<file path="src/rtl/ysyx_22041071_ifu_pkg.sv">
`default_nettype none
// ============================================================================
// Module   : ysyx_22041071_ifu_pkg
// Brief    : Shared AXI codes, FSM state encoding and word-select helper for the IFU
// Revision : 1.0
// ============================================================================
package ysyx_22041071_ifu_pkg;

  localparam logic [1:0] SIZE_D     = 2'b11;
  localparam logic [1:0] BURST_INCR = 2'b01;
  localparam logic [1:0] RESP_OKAY  = 2'b00;
  localparam int         FETCH_ID_D = 0;

  typedef enum logic [1:0] {
    ST_IDLE = 2'd0,
    ST_AR   = 2'd1,
    ST_R    = 2'd2,
    ST_OUT  = 2'd3
  } ifu_state_e;

  // Picks the 32-bit instruction slot of a 64-bit beat using address bit 2.
  function automatic logic [31:0] sel_word(input logic [63:0] beat, input logic hi);
    return hi ? beat[63:32] : beat[31:0];
  endfunction

endpackage
`default_nettype wire

</file>
<file path="src/rtl/ysyx_22041071_ifu.sv">
`default_nettype none
// ============================================================================
// Module   : ysyx_22041071_ifu
// Brief    : Single-outstanding instruction fetch over AXI4 read, 32-bit select
// Revision : 1.0
// ============================================================================
module ysyx_22041071_ifu
  import ysyx_22041071_ifu_pkg::*;
#(
  parameter int ADDR_W   = 64,
  parameter int DATA_W   = 64,
  parameter int LEN_W    = 8,
  parameter int ID_W     = 4,
  parameter int FETCH_ID = FETCH_ID_D
) (
  input  logic              clk,
  input  logic              reset,
  input  logic              cpu_ar_valid,
  input  logic [ADDR_W-1:0] cpu_addr,
  input  logic [LEN_W-1:0]  cpu_len,
  input  logic [1:0]        cpu_size,
  input  logic [ADDR_W-1:0] PC,
  output logic              ready1,
  output logic              ar_valid,
  input  logic              ar_ready,
  output logic [ADDR_W-1:0] ar_addr,
  output logic [LEN_W-1:0]  ar_len,
  output logic [2:0]        ar_size,
  output logic [1:0]        ar_burst,
  output logic [ID_W-1:0]   ar_id,
  input  logic              r_valid,
  output logic              r_ready,
  input  logic [DATA_W-1:0] r_data,
  input  logic [1:0]        r_resp,
  input  logic              r_last,
  input  logic [ID_W-1:0]   r_id,
  output logic              inst_valid,
  input  logic              inst_ready,
  output logic [31:0]       inst,
  output logic [ADDR_W-1:0] inst_pc,
  output logic [1:0]        inst_err
);

  ifu_state_e        r_state;
  ifu_state_e        w_next;
  logic [ADDR_W-1:0] r_addr;
  logic [LEN_W-1:0]  r_len;
  logic [1:0]        r_size;
  logic [ADDR_W-1:0] r_pc;
  logic [LEN_W-1:0]  r_cnt;
  logic [31:0]       r_inst;
  logic [1:0]        r_err;
  logic              w_accept;
  logic              w_misalign;
  logic              w_beat;
  logic              w_done;

  assign w_accept   = (r_state == ST_IDLE) && cpu_ar_valid;
  assign w_misalign = (cpu_addr[1:0] != 2'b00);
  // Beats tagged with a foreign ID are handshaken but otherwise ignored.
  assign w_beat     = (r_state == ST_R) && r_valid && (r_id == ID_W'(FETCH_ID));
  assign w_done     = w_beat && (r_last || (r_cnt == r_len));

  always_comb begin
    w_next = r_state;
    case (r_state)
      ST_IDLE: if (cpu_ar_valid) w_next = w_misalign ? ST_OUT : ST_AR;
      ST_AR:   if (ar_ready)     w_next = ST_R;
      ST_R:    if (w_done)       w_next = ST_OUT;
      ST_OUT:  if (inst_ready)   w_next = ST_IDLE;
      default:                   w_next = ST_IDLE;
    endcase
  end

  always_ff @(posedge clk or negedge reset) begin
    if (!reset) begin
      r_state <= ST_IDLE;
    end else begin
      r_state <= w_next;
    end
  end

  always_ff @(posedge clk or negedge reset) begin
    if (!reset) begin
      r_addr <= '0;
      r_len  <= '0;
      r_size <= '0;
      r_pc   <= '0;
      r_cnt  <= '0;
      r_inst <= '0;
      r_err  <= '0;
    end else if (w_accept) begin
      r_addr <= cpu_addr;
      r_len  <= cpu_len;
      r_size <= cpu_size;
      r_pc   <= PC;
      r_cnt  <= '0;
      r_inst <= '0;
      r_err  <= w_misalign ? 2'b10 : 2'b00;
    end else if (w_beat) begin
      if (r_cnt == '0) r_inst <= sel_word(r_data[63:0], r_addr[2]);
      if (r_resp != RESP_OKAY) r_err[0] <= 1'b1;
      r_cnt <= r_cnt + LEN_W'(1);
    end
  end

  assign ready1     = (r_state == ST_IDLE);
  assign ar_valid   = (r_state == ST_AR);
  assign r_ready    = (r_state == ST_R);
  assign inst_valid = (r_state == ST_OUT);

  assign ar_addr  = {r_addr[ADDR_W-1:3], 3'b000};
  assign ar_len   = r_len;
  assign ar_size  = {1'b0, r_size};
  assign ar_burst = BURST_INCR;
  assign ar_id    = ID_W'(FETCH_ID);

  assign inst     = r_inst;
  assign inst_pc  = r_pc;
  assign inst_err = r_err;

endmodule
`default_nettype wire

</file>
<file path="config.mk">
export PLATFORM = sky130hd
export DESIGN_NAME = ysyx_22041071_ifu
export DESIGN_NICKNAME = d
export VERILOG_FILES = /design/src/rtl/ysyx_22041071_ifu_pkg.sv /design/src/rtl/ysyx_22041071_ifu.sv
export SDC_FILE = /design/constraint.sdc
export NUM_CORES = 1
export LEC_CHECK = 0
export CAP_MARGIN = 30
export CELL_PAD_IN_SITES_DETAIL_PLACEMENT = 0
export CELL_PAD_IN_SITES_GLOBAL_PLACEMENT = 1
export CORE_MARGIN = 10
export CORE_UTILIZATION = 32
export CTS_CLUSTER_DIAMETER = 100
export CTS_CLUSTER_SIZE = 25
export DETAILED_ROUTE_END_ITERATION = 8
export PLACE_DENSITY = 0.95
export REMOVE_ABC_BUFFERS = 1
export SKIP_LAST_GASP = 1
export SYNTH_ARGS = -nofsm -noshare
export SYNTH_HDL_FRONTEND = slang
export SYNTH_SLANG_ARGS = --single-unit
</file>
<file path="constraint.sdc">
create_clock -name clk -period 4.4 [get_ports clk]
set_input_delay 0.66 -clock clk [delete_from_list [all_inputs] [get_ports clk]]
set_output_delay 0.66 -clock clk [all_outputs]
set_load 0.05 [all_outputs]
</file>
# --- Yosys cells after proc, flatten, opt, wreduce, memory -nomap -nowiden ---
# Cells that the tools add are included.
totals:
  regBits: 182
  inputBits: 215
  output_inout_bits: 183
  wordCells: 50
op_classes:
  addsub: 1
  eq_ne: 8
  n_mux: 16
  reduce_logical: 16
ops:
  columns: ["operator", "count"]
  rows:
  - ["32-bit 2-to-1 mux", 4]
  - ["8-bit 2-to-1 mux", 2]
  - ["2-bit 2-to-1 mux", 6]
  - ["2-bit nonzero test", 5]
  - ["8-bit by 1-bit adder with 8-bit output, second input constant", 1]
  - ["8-bit equality test", 1]
  - ["8-bit zero test", 1]
  - ["2-bit one-hot mux with 4 select lines", 1]
  - ["2-bit by 1-bit inequality test with 1-bit output, second input constant", 3]
  - ["2-bit equality test, second input constant", 2]
  - ["1-bit logical AND", 4]
  - ["4-bit zero test", 1]
  - ["2-bit AND reduction", 2]
  - ["4-bit AND reduction", 1]
  - ["1-bit 2-to-1 mux", 3]
  - ["2-bit by 1-bit equality test with 1-bit output, second input constant", 1]
  - ["2-bit zero test", 1]
  - ["2-bit inequality test, second input constant", 1]
  - ["1-bit logical OR", 1]

# --- Longest topological paths before layout ---
# Gate-level depths: netlist (run 1).
depth:
  depth_word: 6
  mapped_depth: 8
  depth_no_buf: 7

# --- Worst setup path before layout (run 1) ---
# Ideal clock, no wire load.
synth_timing:
  path_kind: "reg-to-reg"
  start: "reg r_state[0]"
  end: "reg r_len[0], in the netlist ar_len[0]"
  setup_ns: 0.067
  arrival_ns: 1.999
  required_ns: 4.333
  slack_ns: 2.335
  path_stages_with_launch: 9
  n_path_buf: 3
  synth_period_minus_slack_ns: 2.065
  path_cell_list: "dfrtp_1 -> inv_1 -> ha_1 -> and2_1 -> buf_2 -> clkbuf_1 -> clkbuf_1 -> nand2_1 -> nand2_1"
synth_between:
  elab_chain_cells: 2
synth_lines:
  columns: ["item", "line", "rtl"]
  rows:
  - ["from (decl)", "ysyx_22041071_ifu.sv:44", "ifu_state_e r_state;"]
  - ["from (signal assigned)", "ysyx_22041071_ifu.sv:79", "r_state <= w_next;"]
  - ["2-bit zero test", null, null]
  - ["via ready1", "ysyx_22041071_ifu.sv:23", "output logic ready1,"]
  - ["1-bit logical AND", "ysyx_22041071_ifu.sv:58", "assign w_accept = (r_state == ST_IDLE) && cpu_ar_valid;"]
  - ["to (signal assigned)", "ysyx_22041071_ifu.sv:94", "r_len <= cpu_len;"]
  - ["to (decl)", "ysyx_22041071_ifu.sv:47", "logic [LEN_W-1:0] r_len;"]
# The timed path passes the listed nets, and every way through them passes these cells.
# A chain may end at the register's enable or synchronous reset.

# --- Worst setup path in the final report (run 1) ---
layout_timing:
  start: "reg r_state[0]"
  end: "out ready1"
layout_between:
  elab_chain_cells: 1
layout_lines:
  columns: ["item", "line", "rtl"]
  rows:
  - ["2-bit zero test", "ysyx_22041071_ifu.sv:107", "assign ready1 = (r_state == ST_IDLE);"]
  - ["to (decl)", "ysyx_22041071_ifu.sv:23", null]
# Every way passes these cells.

==> results.md, run 1 <==
- Worst vdd ir: just under 500 µV
- Crit-path max FO: 7
- Power, Total: 9.73 mW
- First-pass DRT Iterations: 4
- Area growth, synth to finish: 52.8%
- Critical Path Start Type: flip-flop
- Setup Slack @ Placement: 1.31 ns
- Most common cell in the netlist: nand2_1
- Util after Layout: 49.4%
- DR WL/cell: ~17 µm
- Req. time, crit path: 3.74 ns
- WL met1: 10.1 mm
- Die X: 179 µm
- Max Slew Vio Count: 0
- Hold_ws: 0.137 ns
- Clk_skew: 0.0112 ns
- CTS sink count: 180
- N_diodes: 0
- Synth Area in Simple Gates: 22.4%
- # placed instances: ~1500
- Routability cong.: 0.800
- Status: completed
- Post-synth EDFFs: 0
- NumNets Final: roughly 1400
- CTS root buffer: clkbuf_16
- Grt total ovfl: 0
- Share of the synthesized area in the top cell type: a little under three fifths
- Area after DPL: 11800 µm²
- Final worst path period need: 2.82 ns
- Yosys top cell by area: dfrtp_1
- Hold Vio Cnt, Final: 0
- Post-synthesis sequential area ratio: 55.5%
- Fmax: 355 MHz
- I/O pin total: 398
- Main combinational cell family by area after synthesis: simple AND/OR/NAND/NOR gates
- Largest net degree at the start of global routing: 96
- Resized cells post-CTS: 0
- Fraction of registers with async set/reset: 100%
- Worst skew pair latency: 0.42 ns
- Drt via density: 4.41
- CTS Buffer Depth: 2
- DRC viols: 0
- Share of layout cells above drive strength 1: roughly 6.7%
- Crit Path Category: reg2out
- Initial antenna violation count: 0
- CP Capture Type: output port
- WL final: 26.4 mm
- Via count: 6762
- Final setup margin: roughly 1.6 ns
- Die ar.: 32200 µm²
- Slew HR: 36.9%
- Site Rows: slightly below 60
- Final worst-path cycle share: 64.0%
- Cells after Synth: about 900
- XOR/XNOR Fraction of Synth Area: 1.62%
- Port Buf Inserts: 387
- CTS H-tree lvls: 4
- HPWL after DPL: 20.0 mm
- TritonCTS Buffers: 17
- Register Area: between 4000 and 5000 µm²
- Mux contribution to synthesized area: 4.19%
- Avg Inst Size Synth: roughly 9.2 µm²
- Filler cell count: 2340
- Setup_tns: 0 ns
- Distinct cells, synth: 30
- Antenna viol nets, final: 0
- Critical Path AT: 2.16 ns
- Hold buffers post-CTS: 0
- Reg2reg setup slack: roughly 1.9 ns
- Multi-input gate area: 2860 µm²
- Top cells by area in the synthesized netlist: dfrtp_1, nand2_1, buf_4
- Pwr dens: 784 nW/µm²
- Post-route insts no fill: between 1500 and 2000
- Flip-flop and latch count after synthesis: 180
- TritonCTS clock tree: built
- Leak Pwr: 5.82 nW
- Height of the die: approximately 180 µm
- Core area: 25100 µm²
- Post-CTS Setup Inserts: 0
- Synth Flop Type: dfrtp_1
- Met2 wire length: 13.1 mm
- Initial Util: between 30 and 40%
- 1st-iter DRT viols: 356
- Number of global-route vias before repair: between 7000 and 8000
- Tot GR Track Use: ~16%
- Min-Delay Path Class: in2async
- Synth Cell Area: 8120 µm²
- First-pass GRT wire length: 40.0 mm
- Top layer in use: met4
- Met3 WL post-DR: 2.99 mm
- Setup violations, final: 0
- RSZ-0062 raised after global routing: false
- Final Cell Area: 12400 µm²
- Worst slew pin tran: between 0.9 and 1 ns
- Max cap viols: 0
- Register clock-pin slew on the reported worst setup and hold paths: 0.08 ns
- Synth top cells by count: nand2_1, dfrtp_1, buf_4
- Synth warn: 0
- Compound-gate portion of the synthesized area: ~5.5%
- Adder-cell share of the synthesized area: 0.924%
==> flip-flops by register name, summed over array words and instances (netlist names) <==
name,count
inst_pc,64
r_addr,62
inst,32
ar_len,8
r_cnt,8
inst_err,2
r_size,2
r_state,2
==> area by class of cell <==
class / count / share of cell area, %
Clock buffer: 19 / 3.49
Timing Repair Buffer: 404 / 32.6
Multi-Input combinational cell: 580 / 23.0
Tap cell: 330 / 3.33
Inverter: 9 / 0.272
Clock inverter: 13 / 0.968
Sequential cell: 180 / 36.3
==> worst paths after layout <==
check,end,depth (start not counted),startpoint
setup reg to reg,inst[20]$_DFFE_PN0P_,7,r_state[0]$_DFFE_PN0P_
max in group asynchronous,inst_pc[28]$_DFFE_PN0P_,2,reset
hold / removal,inst_pc[0]$_DFFE_PN0P_,1,reset
min in group clk,inst_pc[9]$_DFFE_PN0P_,2,inst_pc[9]$_DFFE_PN0P_
setup / recovery,ready1,3,r_state[0]$_DFFE_PN0P_
hold reg to reg,inst_pc[9]$_DFFE_PN0P_,2,inst_pc[9]$_DFFE_PN0P_
==> logic make-up (layout without fill, tap and decap cells) <==
kind of cell,Yosys count,in the layout
multiplexers,34,34
XOR/XNOR,15,15
buffers and inverters,127,445
flip-flops,180,180
other,2,10
AND/OR/NAND/NOR,473,473
AO/OA/AOI/OAI,42,42
adder cells (fa/ha/maj),6,6
==> critical path: stages (launching register included) <==
cell	delay [ns]
dfrtp_1	0.42
inv_1	0.11
ha_1	0.34
clkdlybuf4s50_1	0.87
==> layer usage <==
metal  global-route usage [%]  up-vias
li1                         -     3297
met1                     17.9     3199
met2                     26.5      255
met3                     7.29       11
met4                     3.42        0
met5                        0        -
==> report_power, final <==
group	switching, mW	leakage (nW)	internal (mW)
registers	0.448	2.30	2.33
logic	3.69	3.26	1.82
clock network	0.702	0.259	0.746
total	4.84	5.82	4.89
==> cells in the final DEF (no fill, tap or decap), types with 2 or more instances in the layout <==
cell type        instances
nand2_1                413
clkdlybuf4s50_1        386
dfrtp_1                179
nor2_1                  43
mux2i_1                 34
a211oi_2                28
clkbuf_16               17
buf_4                   14
xor2_1                  12
conb_1                  10
inv_1                    9
ha_1                     6
and3_1                   4
nand4_1                  4
a211oi_1                 4
clkinvlp_4               4
xnor2_1                  3
inv_6                    3
inv_8                    3
nor4_1                   2
o22ai_1                  2
a21oi_1                  2
o21ai_0                  2
clkbuf_1                 2
buf_12                   2
Power figures use the tool's default switching activity.
==> run 2: changes to the inputs <==
--- a/config.mk
+++ b/config.mk
@@ -9,11 +9,11 @@
 export CELL_PAD_IN_SITES_DETAIL_PLACEMENT = 0
 export CELL_PAD_IN_SITES_GLOBAL_PLACEMENT = 1
 export CORE_MARGIN = 10
-export CORE_UTILIZATION = 32
+export CORE_UTILIZATION = 26
 export CTS_CLUSTER_DIAMETER = 100
 export CTS_CLUSTER_SIZE = 25
 export DETAILED_ROUTE_END_ITERATION = 8
-export PLACE_DENSITY = 0.95
+export PLACE_DENSITY = 0.85
 export REMOVE_ABC_BUFFERS = 1
 export SKIP_LAST_GASP = 1
 export SYNTH_ARGS = -nofsm -noshare
==> constraint.sdc (replaced) <==
create_clock -name clk -period 2.3 [get_ports clk]
set_input_delay 0.345 -clock clk [delete_from_list [all_inputs] [get_ports clk]]
set_output_delay 0.345 -clock clk [all_outputs]
set_load 0.05 [all_outputs]
==> results.md, run 2 (synthesized netlist as in run 1, its figures left out) <==
- Status: completed
- Multi-input gate area: 2860 µm²
- Crit-path max FO: 6
- HPWL after DPL: 21.2 mm
- Largest register FFs: 64
- CP cell instances: inv_1 > ha_1 > dlygate4sd2_1
- Number of global-route vias before repair: 7353
- Die X: around 200 µm
- Largest net degree at the start of global routing: 69
- Drt via density: roughly 4.2
- Initial antenna violation count: 1
- Util after Layout: 41.3%
- Hold_ws: 0.434 ns
- Slew HR: 56.7%
- Register Area: ~4500 µm²
- CTS root buffer: clkbuf_16
- M3 GR Usage: 6.79%
- Routability cong.: 0.791
- Hold wc startpoint: PC[1]
- Filler cell count: 3023
- 1st-iter DRT viols: 301
- Final Cell Area: 12700 µm²
- CTS sink count: 180
- Min-Delay Path Depth: 3
- Pwr dens: 1490 nW/µm²
- Max cap viols: 0
- Hold Vio Cnt, Final: 0
- TritonCTS Buffers: 17
- Max Slew Vio Count: 0
- Critical Path AT: 1.81 ns
- Die ar.: 38700 µm²
- Area after DPL: 12100 µm²
- Min-Delay Path Class: in2reg
- Reg2Reg Depth: 7
- RR Startpoint: r_state[0]$_DFFE_PN0P_
- Worst slew pin tran: 0.650 ns
- Post-CTS Setup Inserts: 0
- Antenna viol nets, final: 0
- TritonCTS clock tree: built
- First-pass DRT Iterations: 5
- First-pass GRT wire length: between 40 and 50 mm
- Crit-path max cell delay: roughly 0.57 ns
- Share of layout cells above drive strength 1: 7.58%
- CTS Buffer Depth: 2
- Final worst path period need: between 2 and 2.5 ns
- Hold Path End: inst_pc[1]$_DFFE_PN0P_
- Port Buf Inserts: 387
- Area growth, synth to finish: 56.0%
- Clk_skew: 0.0110 ns
- Site Rows: 64
- Worst path slowest cell: dlygate4sd2_1
- Most frequent cells in the layout: nand2_1, clkdlybuf4s50_1, dfrtp_1, nor2_1, mux2i_1
- Setup violations, final: 0
- NumNets Final: 1422
- Req. time, crit path: 1.96 ns
- WL final: between 20 and 30 mm
- Leak Pwr: 5.93 nW
- Fmax: 464 MHz
- Grt met1 use: about 15%
- Tot GR Track Use: between 10 and 15%
- Crit Path Category: reg2out
- Initial Util: 26.5%
- Grt total ovfl: 0
- Core area: 30700 µm²
- RSZ-0062 raised after global routing: false
- Critical Path Start Type: flip-flop
- Commonest non-fill, non-tap cell in the layout: nand2_1
- GRT Max-Usage Layer: met2
- Met2 usage in global routing: between 20 and 25%
- Register clock-pin slew on the reported worst setup and hold paths: 0.08 ns
- Height of the die: ~200 µm
- Reg2reg setup slack: 0.34 ns
- DRC viols: 0
- Via count: 6834
- Reg-to-Reg End: inst[3]$_DFFE_PN0P_
- Worst vdd ir: 821 µV
- DR WL/cell: 17.1 µm
- CP Capture Type: output port
- Final worst-path cycle share: between 90% and 100%
- Worst skew pair latency: 0.43 ns
- I/O pin total: 398
- CTS H-tree lvls: 4
## run 2: cell count changes in the layout (fill, tap and decap cells not counted), sizes merged, moves of 2 or more
| cell | delta |
|---|---|
| clkbuf | -2 |
| clkdlybuf4s50 | -4 |
| clkinv | +2 |
| dlygate4sd2 | +2 |
| buf | +9 |
## run 2: power breakdown
part / leakage, nW / total [mW] / internal, mW / switching (mW)
Combinational: 3.35 / 10.7 / 3.52 / 7.18
Clock: 0.276 / 2.92 / 1.53 / 1.39
Sequential: 2.30 / 5.24 / 4.46 / 0.783
Total: 5.93 / 18.9 / 9.50 / 9.35
## run 2: routing by layer
| metal | wire [µm] | part of all wire, % |
|---|---|---|
| met5 | 0 | 0 |
| met4 | 267 | 0.97 |
| met3 | 2960 | 11 |
| met2 | 13400 | 49 |
| met1 | 10900 | 40 |
## run 2: final cells by class
cell class,instances,area share [%]
Inverter,9,0.267
Tap cell,396,3.91
Clock buffer,17,3.36
Clock inverter,15,1.18
Sequential cell,180,35.6
Timing Repair Buffer,413,33.1
Antenna cell,1,0.0198
Multi-Input combinational cell,580,22.6
## run 2: worst max-delay path: cells and delay by family, from the launching register on
kind / cells / cell delay (ns)
DFF: 1 / 0.41
adders and majority gates: 1 / 0.29
buffers and inverters: 2 / 0.69
## run 2: worst max-delay path by stage
stage,depth (start not counted),endpoint,startpoint
finish,3,r_ready,r_state[0]$_DFFE_PN0P_
global route,3,r_ready,r_state[0]$_DFFE_PN0P_
CTS,2,inst_valid,r_state[1]$_DFFE_PN0P_
detailed placement,7,inst[1]$_DFFE_PN0P_,r_id[1]
global placement,7,inst[31]$_DFFE_PN0P_,r_id[0]
floorplan,4,r_cnt[0]$_DFFE_PN0P_,r_state[0]$_DFFE_PN0P_
## run 2: per-stage QoR
step,power [mW],TNS (ns),worst slack [ns],cells
after floorplan,12.0,-440.95,-2.57,769
after global placement,16.0,0,0.210,1577
after detailed placement,16.1,0,0.105,1577
after CTS,19.1,0,0.0604,1610
after global routing,19.9,0,0.0284,1610
final,18.9,0,0.144,1611
## run 2: repair_timing
item | in CTS | in global routing
setup endpoints to repair | 2 | 1
endpoints found under the hold margin | 54 | 0
hold buffers | 1 | 0
gates resized for setup | 2 | 1
==> run 3: changes to the inputs <==
--- a/config.mk
+++ b/config.mk
@@ -11,7 +11,6 @@
 export CORE_MARGIN = 10
 export CORE_UTILIZATION = 26
 export CTS_CLUSTER_DIAMETER = 100
-export CTS_CLUSTER_SIZE = 25
 export DETAILED_ROUTE_END_ITERATION = 8
 export PLACE_DENSITY = 0.85
 export REMOVE_ABC_BUFFERS = 1
==> results of run 3 <==
Same layout as run 2: the final DEF is identical, and so are final timing and power.
